File: src/rtl/dff_pipe.sv
// dff_pipe: elastic register pipeline with valid/ready handshake.
// Carries WIDTH-bit data through DEPTH register stages. A stalled stage
// holds its data, and empty stages (bubbles) are filled by the stage behind
// them even while the output is stalled. Synchronous flush clears all valid
// bits. count is a registered popcount of the stage valid bits.
//
// Ports:
//   clk        clock, all state updates on posedge
//   rst_n      asynchronous active-low reset
//   flush      synchronous clear of all stage valid bits
//   in_valid   upstream data valid
//   in_data    upstream data (WIDTH)
//   in_ready   pipeline accepts in_data this cycle (combinational from out_ready)
//   out_valid  last stage holds valid data
//   out_data   last-stage data (WIDTH)
//   out_ready  downstream accepts out_data this cycle
//   count      number of valid stages ($clog2(DEPTH+1))
module dff_pipe #(
  parameter int unsigned       WIDTH     = 8,
  parameter int unsigned       DEPTH     = 3,
  parameter logic [WIDTH-1:0]  RESET_VAL = '0
) (
  input  logic                           clk,
  input  logic                           rst_n,
  input  logic                           flush,
  input  logic                           in_valid,
  input  logic [WIDTH-1:0]               in_data,
  output logic                           in_ready,
  output logic                           out_valid,
  output logic [WIDTH-1:0]               out_data,
  input  logic                           out_ready,
  output logic [$clog2(DEPTH+1)-1:0]     count
);

  localparam int unsigned CW = $clog2(DEPTH + 1);

  logic [DEPTH-1:0] r_v;
  logic [WIDTH-1:0] r_q [DEPTH];
  logic [CW-1:0]    r_count;

  logic [DEPTH-1:0] w_rdy;
  logic [DEPTH-1:0] w_v_nxt;
  logic [CW-1:0]    w_count_nxt;
  logic             w_in_xfer;
  logic             w_acc;

  // Stage i may load when it, or any stage downstream of it, is empty,
  // or when the output is being drained.
  always_comb begin
    w_rdy = '0;
    w_acc = out_ready;
    for (int i = int'(DEPTH) - 1; i >= 0; i--) begin
      w_acc    = w_acc | ~r_v[i];
      w_rdy[i] = w_acc;
    end
  end

  assign in_ready  = w_rdy[0] & ~flush & rst_n;
  assign w_in_xfer = in_valid & in_ready;

  // Next valid bits and their popcount.
  always_comb begin
    w_v_nxt     = r_v;
    w_count_nxt = '0;
    if (w_rdy[0]) begin
      w_v_nxt[0] = w_in_xfer;
    end
    for (int i = 1; i < int'(DEPTH); i++) begin
      if (w_rdy[i]) begin
        w_v_nxt[i] = r_v[i-1];
      end
    end
    if (flush) begin
      w_v_nxt = '0;
    end
    for (int i = 0; i < int'(DEPTH); i++) begin
      w_count_nxt = w_count_nxt + CW'(w_v_nxt[i]);
    end
  end

  // Valid bits and occupancy.
  always_ff @(posedge clk or negedge rst_n) begin
    if (!rst_n) begin
      r_v     <= '0;
      r_count <= '0;
    end else begin
      r_v     <= w_v_nxt;
      r_count <= w_count_nxt;
    end
  end

  // Data registers only load when valid data moves in; flush leaves them alone.
  always_ff @(posedge clk or negedge rst_n) begin
    if (!rst_n) begin
      for (int i = 0; i < int'(DEPTH); i++) begin
        r_q[i] <= RESET_VAL;
      end
    end else if (!flush) begin
      if (w_in_xfer) begin
        r_q[0] <= in_data;
      end
      for (int i = 1; i < int'(DEPTH); i++) begin
        if (w_rdy[i] && r_v[i-1]) begin
          r_q[i] <= r_q[i-1];
        end
      end
    end
  end

  assign out_valid = r_v[DEPTH-1];
  assign out_data  = r_q[DEPTH-1];
  assign count     = r_count;

endmodule
File: config.mk
export PLATFORM = sky130hd
export DESIGN_NAME = dff_pipe
export DESIGN_NICKNAME = d
export VERILOG_FILES = /design/src/rtl/dff_pipe.sv
export SDC_FILE = /design/constraint.sdc
export NUM_CORES = 1
export LEC_CHECK = 0
export CAP_MARGIN = 20
export CORE_ASPECT_RATIO = 0.6
export CORE_MARGIN = 10
export CORE_UTILIZATION = 53
export CTS_BUF_LIST = sky130_fd_sc_hd__clkbuf_4 sky130_fd_sc_hd__clkbuf_8 sky130_fd_sc_hd__clkbuf_16
export DETAILED_ROUTE_END_ITERATION = 7
export GPL_TIMING_DRIVEN = 0
export PLACE_DENSITY_LB_ADDON = 0.15
export SETUP_SLACK_MARGIN = 0.3
export SLEW_MARGIN = 20
export SYNTH_ARGS = -nofsm -noshare
export SYNTH_HDL_FRONTEND = slang
export SYNTH_SLANG_ARGS = --single-unit
File: constraint.sdc
create_clock -name clk -period 4.2 [get_ports clk]
set_input_delay 0.84 -clock clk [delete_from_list [all_inputs] [get_ports clk]]
set_output_delay 0.84 -clock clk [all_outputs]
set_load 0.005 [all_outputs]
==> impl_metrics.tcl <==
set metrics [dict create \
    fin_skew_ps 4.03 \
    post_cts_buffers 0 \
    root_buffer "clkbuf_8" \
    post_drt_wl_per_cell_um 14.4 \
    cellLeakagePower_nw 0.734 \
    fin_crit_sh_pct 75.0 \
    drtIter0Drc 45 \
    critPathKind "primary input to primary output" \
    stdcell_count 140 \
    worstMarginPinSlew_ps 647 \
    postSynthAreaPerCell_um2 15.6 \
    ys_seq_elements 29 \
    rows 13 \
    cp-end-kind "primary output" \
    grt_pass1_vias 752 \
    rsz0062_at_grt "no" \
    place_inst 132 \
    syn_inst 79 \
    io_buffers 23 \
    synth_area_um2 1240 \
    cts.sinks 29 \
    outcome "finished, final reports clean" \
    core_um2 2200 \
    chipHeight_um 57.4 \
    antenna_found_initial 0 \
    max_stage_delay_ps 530 \
    whs_ps 500 \
    wirelength_mm 2.02 \
    grt_pass1_wl_mm 3.53 \
    clkTransAtPathRegs_ps 60 \
    via_per_inst 4.76 \
    syn2layout_area_growth_pct 28.2 \
    fp.dieW_um 82.4 \
    synth.distinct_cells 17 \
    clkLatencyLatePin_ps 270 \
    fin_crit_ps 3150 \
    diodes 0 \
    start_util_pct 56.3 \
    worstSetupStartpointType "primary input" \
    pin_count 25 \
    dpl.hpwl_mm 1.52 \
    gr-usage-all-layers_pct 10.2 \
    grt_max_degree 33 \
    pwr_density_cell_nw_per_um2 513 \
    cpMaxStageDelayCell "clkdlybuf4s50_1" \
    synth_fp_nets 93 \
    min_path_type "register to register" \
    design.die.area_um2 4730 \
    grt.overflow.total 0 \
    design_area_um2 1590 \
    drc_errors 0 \
    crit_path_max_fanout 3 \
    setup_tns_ps 0 \
    hold_viol_final 0 \
    cts_made_buffers 5 \
    placed_cell_area_um2 1500 \
    cts_tree "done" \
    ant_nets 0 \
    ir_worst_vdd_mv 0.275 \
    crit_path_frequent_cell "clkdlybuf4s50_1" \
    yosysWarnings 0 \
    worstPathArrival_ps 2310 \
    crit_chain "clkdlybuf4s50_1, and4b_4, nor3b_1, clkdlybuf4s50_1" \
    firstDrtPassIters 2 \
    h-tree-depth 2 \
    clockBufferDepth 2 \
    setup_viol 0 \
    maxSlewHeadroom_pct 56.8 \
    hold_buffers 0 \
    gp_congestion 0.694 \
    fmax_mhz 318 \
    cts_resized 0 \
    final_nets 123 \
    crit_required_ps 3360 \
    fill_cells 169 \
    cap_violations 0 \
    drv_slew 0 \
    finalPower_mw 0.813 \
    drive_above_1_share_pct 43.6 \
    num_vias 666 \
    seq_area_frac_synth_pct 58.7 \
]
==> metrics by stage <==
stage / util [%] / worst slack [ps]
floorplan: - / 2110
global placement: 68.5 / 274
detailed placement: 68.3 / 1050
CTS: 72.2 / 1030
global route: 72.2 / 967
finish: 72.2 / 1050
==> where the power goes <==
| part | internal (mW) | leakage [nW] | total (mW) | switching (mW) |
|---|---|---|---|---|
| logic | 0.158 | 0.322 | 0.208 | 0.0500 |
| registers | 0.350 | 0.363 | 0.386 | 0.0366 |
| clock network | 0.121 | 0.0484 | 0.219 | 0.0979 |
==> metal layers <==
layer  vias up  track usage, %  share of wire (%)
met5         -               0                  0
met4         0            4.35                1.1
met3         2            6.56                7.8
met2        17            14.8                 46
met1       327            11.5                 45
li1        320               -                  -
==> cell usage in the layout, fill, tap and decap left out <==
| cell | Yosys | routed |
|---|---|---|
| and4b_4 | 1 | 1 |
| clkbuf_8 | 0 | 5 |
| fa_1 | 1 | 1 |
| buf_6 | 2 | 2 |
| or3b_1 | 1 | 1 |
| buf_4 | 8 | 8 |
| mux2_4 | 8 | 8 |
| dfrtp_1 | 29 | 29 |
| mux2_2 | 16 | 16 |
| clkinv_2 | 0 | 2 |
| a211o_2 | 1 | 1 |
| nand2_1 | 1 | 1 |
| clkdlybuf4s50_1 | 0 | 22 |
| nor3_4 | 1 | 1 |
| nor3b_1 | 1 | 1 |
| inv_1 | 1 | 1 |
| clkbuf_4 | 0 | 1 |
| nor2_1 | 4 | 4 |
| buf_2 | 1 | 2 |
| nor2b_4 | 1 | 1 |
| a21oi_1 | 2 | 2 |
==> area by class of cell <==
| type | instances | area, µm² | share of cell area [%] |
|---|---|---|---|
| Sequential cell | 29 | 726 | 45.8 |
| Multi-Input combinational cell | 38 | 419 | 26.4 |
| Timing Repair Buffer | 23 | 225 | 14.2 |
| Buffer | 11 | 87.6 | 5.52 |
| Clock buffer | 6 | 76.3 | 4.81 |
| Tap cell | 30 | 37.5 | 2.37 |
| Clock inverter | 2 | 10.0 | 0.631 |
| Inverter | 1 | 3.75 | 0.237 |
==> path summary, 6_finish.rpt <==
| path | start | to | slack, ps | cells past startpoint |
|---|---|---|---|---|
| setup / recovery | out_ready | in_ready | 1050 | 4 |
| hold / removal | r_q[23]$_DFFE_PN0P_ | r_q[15]$_DFFE_PN0P_ | 500 | 1 |
| setup reg to reg | r_v[1]$_DFF_PN0_ | r_q[19]$_DFFE_PN0P_ | 2630 | 3 |
| hold reg to reg | r_q[23]$_DFFE_PN0P_ | r_q[15]$_DFFE_PN0P_ | 500 | 1 |
| max in group asynchronous | rst_n | r_v[2]$_DFF_PN0_ | 3180 | 1 |
| min in group asynchronous | rst_n | count[1]$_DFF_PN0_ | 590 | 1 |
==> flip-flops by register name, summed over array words and instances (netlist names) <==
| name | cells |
|---|---|
| count | 2 |
| out_data | 8 |
| r_q | 16 |
| r_v | 3 |
==> Yosys cell counts <==
| cell | instances | area [µm²] |
|---|---|---|
| dfrtp_1 | 29 | 726 |
| mux2_2 | 16 | 180 |
| buf_4 | 8 | 60.1 |
| mux2_4 | 8 | 120 |
| nor2_1 | 4 | 15.0 |
| a21oi_1 | 2 | 10.0 |
| buf_6 | 2 | 22.5 |
| a211o_2 | 1 | 10.0 |
| and4b_4 | 1 | 13.8 |
| buf_2 | 1 | 5.00 |
| fa_1 | 1 | 20.0 |
| inv_1 | 1 | 3.75 |
| nand2_1 | 1 | 3.75 |
| nor2b_4 | 1 | 13.8 |
| nor3_4 | 1 | 16.3 |
| nor3b_1 | 1 | 7.51 |
| or3b_1 | 1 | 8.76 |
==> cells by family (layout without fill, tap and decap cells) <==
family | Yosys count | after routing | share of synthesized area, %
compound gates | 3 | 3 | 1.62
fa+ha+maj | 1 | 1 | 1.62
buf+inv | 12 | 43 | 7.39
flops | 29 | 29 | 58.7
mux | 24 | 24 | 24.3
simple gates | 10 | 10 | 6.38
==> worst max-delay path: cells and delay by family <==
family / cells / cell delay, ps
buffers and inverters: 2 / 1050
AND/OR/NAND/NOR: 2 / 410
(Power assumes the default switching activity.)
